`src/rtl/mem_rmw_ctrl.sv`:
```
// mem_rmw_ctrl: byte-enable front end for a data RAM that has no byte enables.
//
// The RAM behind this block is dual-port (one write port, one read port) with a
// one-cycle read latency, and returns the new word on a read-during-write to the
// same address. This block turns LSU requests into RAM port activity:
//   - loads             : read issued in the accept cycle, response next cycle
//   - full-word stores  : write issued in the accept cycle, response next cycle
//   - partial stores    : read in the accept cycle, merged write in the next
//                         cycle (MERGE), response the cycle after that
//   - stores with be==0 : no RAM access, response next cycle
//
// Ports:
//   clk, rstn          clock; synchronous active-low reset
//   req_valid/ready    request handshake (ready depends on state only)
//   req_we             1 = store, 0 = load
//   req_addr           byte address (offset bits dropped, no alignment check)
//   req_be, req_wdata  byte enables and store data
//   resp_valid         one-cycle response pulse, no backpressure
//   resp_rdata         load data, 0 for stores
//   ram_wen/w_addr/w_data  RAM write port (word address)
//   ram_ren/r_addr         RAM read port (word address)
//   ram_r_data             RAM read data, valid one cycle after ram_ren
module mem_rmw_ctrl #(
  parameter int unsigned DW = 32,
  parameter int unsigned AW = 32
) (
  input  logic            clk,
  input  logic            rstn,
  input  logic            req_valid,
  output logic            req_ready,
  input  logic            req_we,
  input  logic [AW-1:0]   req_addr,
  input  logic [DW/8-1:0] req_be,
  input  logic [DW-1:0]   req_wdata,
  output logic            resp_valid,
  output logic [DW-1:0]   resp_rdata,
  output logic            ram_wen,
  output logic [AW-1:0]   ram_w_addr,
  output logic [DW-1:0]   ram_w_data,
  output logic            ram_ren,
  output logic [AW-1:0]   ram_r_addr,
  input  logic [DW-1:0]   ram_r_data
);

  localparam int unsigned NB  = DW / 8;
  localparam int unsigned OFF = (NB > 1) ? $clog2(NB) : 0;

  typedef enum logic [0:0] {
    StIdle,
    StMerge
  } state_e;

  state_e          state_q;
  logic            resp_valid_q;
  // Set for one cycle after a load was accepted; selects RAM data onto resp_rdata.
  logic            load_pend_q;
  logic [AW-1:0]   saved_addr_q;
  logic [NB-1:0]   saved_be_q;
  logic [DW-1:0]   saved_wdata_q;

  logic            in_idle;
  logic            in_merge;
  logic            accept;
  logic            be_full;
  logic            be_zero;
  logic            is_load;
  logic            is_full_store;
  logic            is_part_store;
  logic [AW-1:0]   waddr;
  logic [DW-1:0]   merged;

  // ---------------------------------------------------------------------------
  // Request decode
  // ---------------------------------------------------------------------------
  // Shift rather than concatenate so NB == 1 (no offset bits) still elaborates.
  assign waddr = req_addr >> OFF;

  assign in_idle  = (state_q == StIdle);
  assign in_merge = (state_q == StMerge);

  // Ready is forced low while reset is held so nothing is accepted during reset.
  assign req_ready = rstn && in_idle;
  assign accept    = req_valid && req_ready;

  assign be_full       = &req_be;
  assign be_zero       = ~|req_be;
  assign is_load       = accept && !req_we;
  assign is_full_store = accept && req_we && be_full;
  assign is_part_store = accept && req_we && !be_full && !be_zero;

  // ---------------------------------------------------------------------------
  // Byte merge of saved store data over the word read in the accept cycle
  // ---------------------------------------------------------------------------
  always_comb begin
    merged = '0;
    for (int i = 0; i < NB; i++) begin
      merged[8*i +: 8] = saved_be_q[i] ? saved_wdata_q[8*i +: 8] : ram_r_data[8*i +: 8];
    end
  end

  // ---------------------------------------------------------------------------
  // RAM ports: combinational from the request in IDLE, from saved state in MERGE
  // ---------------------------------------------------------------------------
  always_comb begin
    ram_ren    = is_load || is_part_store;
    ram_r_addr = waddr;
    if (in_merge) begin
      // Gated by rstn so a reset during MERGE abandons the write.
      ram_wen    = rstn;
      ram_w_addr = saved_addr_q;
      ram_w_data = merged;
    end else begin
      ram_wen    = is_full_store;
      ram_w_addr = waddr;
      ram_w_data = req_wdata;
    end
  end

  // ---------------------------------------------------------------------------
  // Control FSM and response registers
  // ---------------------------------------------------------------------------
  always_ff @(posedge clk) begin
    if (!rstn) begin
      state_q       <= StIdle;
      resp_valid_q  <= 1'b0;
      load_pend_q   <= 1'b0;
      saved_addr_q  <= '0;
      saved_be_q    <= '0;
      saved_wdata_q <= '0;
    end else begin
      unique case (state_q)
        StIdle: begin
          // Every accepted request except a partial store answers next cycle.
          resp_valid_q <= accept && !is_part_store;
          load_pend_q  <= is_load;
          if (is_part_store) begin
            saved_addr_q  <= waddr;
            saved_be_q    <= req_be;
            saved_wdata_q <= req_wdata;
            state_q       <= StMerge;
          end
        end
        StMerge: begin
          resp_valid_q <= 1'b1;
          load_pend_q  <= 1'b0;
          state_q      <= StIdle;
        end
        default: begin
          resp_valid_q <= 1'b0;
          load_pend_q  <= 1'b0;
          state_q      <= StIdle;
        end
      endcase
    end
  end

  assign resp_valid = resp_valid_q;
  // RAM data arrives the cycle after the read, which is the response cycle.
  assign resp_rdata = load_pend_q ? ram_r_data : '0;

endmodule
```
`config.mk`:
```
export PLATFORM = sky130hd
export DESIGN_NAME = mem_rmw_ctrl
export DESIGN_NICKNAME = d
export VERILOG_FILES = /design/src/rtl/mem_rmw_ctrl.sv
export SDC_FILE = /design/constraint.sdc
export NUM_CORES = 1
export LEC_CHECK = 0
export CAP_MARGIN = 40
export CORE_MARGIN = 2
export CORE_UTILIZATION = 40
export CTS_BUF_LIST = sky130_fd_sc_hd__clkbuf_2
export DETAILED_ROUTE_END_ITERATION = 10
export MAX_ROUTING_LAYER = met4
export PLACE_DENSITY_LB_ADDON = 0.08
export SLEW_MARGIN = 0
export SYNTH_ARGS = -nofsm -noshare
export SYNTH_HDL_FRONTEND = slang
export SYNTH_SLANG_ARGS = --single-unit
```
`constraint.sdc`:
```
create_clock -name clk -period 2.1 [get_ports clk]
set_input_delay 0.525 -clock clk [delete_from_list [all_inputs] [get_ports clk]]
set_output_delay 0.525 -clock clk [all_outputs]
set_load 0.005 [all_outputs]
```
* Yosys cells after proc, flatten, opt, wreduce, memory -nomap -nowiden
Cells that the tools add are included.
** Cells by class
- Reductions and logical operators :: 15
- Mux-type cells :: 12
- Bitwise operators :: 1
** Operators with widths (number)
- two-way mux 32 bit :: 2
- two-way mux 8 bit :: 4
- two-way mux 30 bit :: 1
- logical AND 1 bit :: 8
- case mux 1 bit (2 select lines) :: 3
- AND reduction 4 bit :: 1
- OR reduction 4 bit :: 1
- logical NOT 1 bit :: 3
- two-way mux 1 bit :: 2
- AND reduction 2 bit :: 1
- logical OR 1 bit :: 1
- inverter 1 bit :: 1
** Storage, ports and cells
- Logic and storage cells :: 34
- Bits of input ports :: 104
- Output and inout port bits :: 132
- Flip-flop bits (word level) :: 69

* Depth between registers and ports, before layout
- Depth in word-level cells :: 9
- Depth in mapped cells :: 8

* Least setup slack after synthesis
OpenSTA, ideal clock, no wires.
- Path type :: input to output
- Start point :: in rstn
- End point :: out ram_wen
- Stages on the path :: 6
- Slack :: 0.139 ns
- Data arrival time :: 1.436 ns
- Path through :: clkbuf_1 > and4b_1 > clkbuf_1 > buf_2 > inv_1 > o21ai_0
** On the way
- Cells in the longest elaborated chain, start to end :: 5
** RTL lines
- from (decl) :: line 28 : input logic rstn,
- logical AND 1 bit :: line 82 : assign req_ready = rstn && in_idle;
- logical AND 1 bit :: line 83 : assign accept = req_valid && req_ready;
- logical AND 1 bit (2 in a row) :: line 88 : assign is_full_store = accept && req_we && be_full;
- two-way mux 1 bit (*) :: line 107 : if (in_merge) begin
- to (decl) :: line 37 : output logic ram_wen,
Every way passes the cells marked *; elsewhere a longest branch is shown, timed or not.

* Worst setup path in the final report
- Start point :: reg state_q (netlist: in_merge)
- End point :: out ram_wen
** On the way
- Cells in the longest elaborated chain, start to end :: 6
** RTL lines
- from (decl) :: line 53 : state_e state_q;
- from (signal assigned) :: line 124 : state_q <= StIdle;
- from (signal assigned) :: line 140 : state_q <= StMerge;
- from (signal assigned) :: line 146 : state_q <= StIdle;
- inverter 1 bit
- logical AND 1 bit :: line 82
- logical AND 1 bit :: line 83
- logical AND 1 bit (2 in a row) :: line 88
- two-way mux 1 bit (*) :: line 107
Marks and branches as above.

==> flow_summary.yaml <==
floorplanning:
  dieArea_sq_mm: 0.0112
  die_width_um: 106
  num_rows: 37
  start_util_pct: 40.7
  coreArea_sq_mm: 0.0102
  die_h_um: 106
  io_pins: 236
sta:
  fmax_ghz: 0.455
  setup_slack_ps: -96.4
  slew_viol_final: 0
  period_minus_slack_ps: 2200
  tns_ps: -236
  hold_violations: 0
  finClkSkew_ps: 29.6
  fin_crit_sh_pct: 105
  worstMarginPinSlew_ps: 669
  rsz0062_at_grt: "yes"
  setup_violations: 18
  slew_headroom_pct: 55.4
drt:
  avgViaCountPerCell: 5.28
  ant_nets: 0
  wl_per_cell_um: 17.1
  vias: 4948
  drt_first_pass_iters: 4
  post-route-drc-count: 0
  routed_wl_mm: 16.0
  drt-initial-drc-count: 197
yosys:
  ys_ff_latch: 69
  async_flop_share_pct: 0
  yosysTopAreaCell: "dfxtp_1"
  syn_avg_cell_area_sq_um: 7.82
  synth-edff-count: 0
  netlist_area_sq_mm: 0.00414
  synth_top_area_share_pct: 33.3
  synth_cell_types: 22
  ys_top_cells_by_area: "dfxtp_1 33%, nand4_1 9.5%, mux2_2 8.2%"
  synthTopCellsByCount: "69 x dfxtp_1, 69 x nand2_1, 63 x nand4_1, 50 x o21ai_0, 46 x clkbuf_1"
  yosys_warnings: 0
  netlist_instances: 530
  synth_ff_type: "dfxtp_1"
  yosysSeqAreaShare_pct: 33.3
layout:
  syn2layout_area_growth_pct: 84.3
  layout-drive-gt1-share_pct: 36.8
  fillCellCount: 737
  fin_nets: 900
  antenna_cells: 0
run:
  maxCapViolations: 0
worst_setup_path:
  cp_top_family: "buffers and inverters"
  required_ps: 1570
  slowest_stage: "dfxtp_4"
  cpPeakStageDelay_ps: 410
  critPathKind: "reg2out"
  r2r_slack_ps: 70
  worstPathArrival_ps: 1670
  worst-path-buf-inv: 4
  worstSetupStartpointType: "flip-flop"
  crit_path_end_kind: "output port"
  path_cells: "buf_12 -> buf_6 -> and4b_2 -> inv_2 -> o21ai_2 -> buf_2"
  worstPathMaxFanout: 5
outcome:
  violations: "setup timing"
  status: "finished with violations"
power_and_ir_drop:
  ir_worst_vdd_uv: 315
  p_leak_nw: 3.27
  power.density_mw_per_mm2: 448
placement:
  gp_congestion: 0.819
  port_buffers: 229
  place_hpwl_mm: 9.75
  pre_cts_slack_ps: -794
cts:
  cts_max_level: 3
  clkLatencyLatePin_ps: 490
  cts.clk_slew.worst_paths_ps: 180
  cts_made_buffers: 9
  cts_buffer_depth: 2
  clock-root-buffer: "clkbuf_2"
  cts_sinks: 69
  cts_tree: "yes"
global_routing:
  grt_use_total_pct: 27.6
  grt.overflow.total: 0
  antenna_found_initial: 0
  grt_max_degree: 68
  grt_pass1_wl_mm: 24.4
  grt_pass1_vias: 4755
worst_hold_path:
  hold_path.class: "reg2reg"
-- cell type report --
| type | count | area [sq um] | share of cell area (%) |
|---|---|---|---|
| Clock buffer | 9 | 45.0 | 0.590 |
| Clock inverter | 7 | 90.1 | 1.18 |
| Inverter | 1 | 3.75 | 0.0492 |
| Multi-Input combinational cell | 373 | 2620 | 34.4 |
| Sequential cell | 69 | 1390 | 18.3 |
| Tap cell | 136 | 170 | 2.23 |
| Timing Repair Buffer | 342 | 3310 | 43.3 |
-- state kept, by name (all words and copies together) (netlist names) --
| name | cells |
|---|---|
| resp_valid | 1 |
| saved_be_q | 4 |
| load_pend_q | 1 |
| saved_addr_q | 30 |
| saved_wdata_q | 32 |
| in_merge | 1 |
-- worst reg2reg max path, stage by stage (launching register included) --
cell	delay, ps
dfxtp_4	410
buf_12	140
buf_6	110
and4b_2	290
buf_4	110
buf_4	150
buf_16	160
and3_4	250
buf_12	180
o21ai_0	140
-- routing by layer --
metal	global-route usage [%]	vias to the layer above	routed length, um
li1	-	2365	-
met1	33.2	2335	6670
met2	47.9	223	8150
met3	3.40	25	898
met4	9.02	0	313
met5	-	-	0
-- metrics by stage --
stage	hold slack, ps	area, sq um	cells	util (%)	power [mW]
2_1_floorplan	432	4150	533	-	1.81
3_3_place_gp	441	6840	893	67.2	2.42
3_5_place_dp	451	6840	893	67.2	2.44
4_1_cts	437	7410	932	72.7	3.37
5_1_grt	464	7640	937	75.0	3.57
6_report	475	7640	937	75.0	3.42
-- final timing paths --
path                                     endpoint               from  cells past startpoint
worst min-delay path            saved_wdata_q[30]  saved_wdata_q[30]                      2
worst max-delay path                      ram_wen           in_merge                      6
worst max register to register      saved_be_q[3]           in_merge                      9
worst min register to register  saved_wdata_q[30]  saved_wdata_q[30]                      2
-- power breakdown --
group	internal (mW)	leakage, nW	switching [mW]	total (mW)
clock network	0.388	0.0793	0.488	0.876
logic	0.672	2.62	0.443	1.12
registers	1.38	0.566	0.0469	1.43
total	2.44	3.27	0.978	3.42
-- cell usage in the layout (no fill, tap or decap), types with 2 or more instances in the layout --
| master | n |
|---|---|
| clkdlybuf4s50_1 | 97 |
| buf_4 | 80 |
| nand2_1 | 69 |
| dfxtp_1 | 65 |
| nand4_1 | 63 |
| o21ai_0 | 49 |
| buf_6 | 41 |
| dlygate4sd2_1 | 40 |
| buf_2 | 35 |
| and2_1 | 32 |
| mux2i_1 | 31 |
| mux2_4 | 30 |
| a21oi_2 | 19 |
| o21ai_2 | 19 |
| nor2_4 | 18 |
| clkdlybuf4s15_1 | 18 |
| a21oi_1 | 14 |
| buf_12 | 14 |
| nor2_1 | 13 |
| clkbuf_2 | 12 |
| dlymetal6s2s_1 | 6 |
| nand3_1 | 4 |
| conb_1 | 4 |
| buf_16 | 4 |
| nor2_2 | 3 |
| clkbuf_16 | 3 |
| dfxtp_4 | 3 |
| clkinv_2 | 2 |
| bufinv_16 | 2 |
-- what timing repair did --
action                     in CTS  in global routing
setup endpoints to repair     194                117
buffers inserted               15                  7
hold buffers                    0                  0
resized for setup             436                 77
gates cloned                    8                  3
pin swaps                       5                  3
-- cell families after synthesis --
| logic type | count (synthesis) | synth area share (%) |
|---|---|---|
| other cells | 1 | 0.0905 |
| flops | 69 | 33.3 |
| mux | 62 | 15.9 |
| simple gates | 206 | 24.9 |
| buf+inv | 91 | 12.0 |
| compound gates | 101 | 13.8 |
Power figures use the tool's default switching activity.
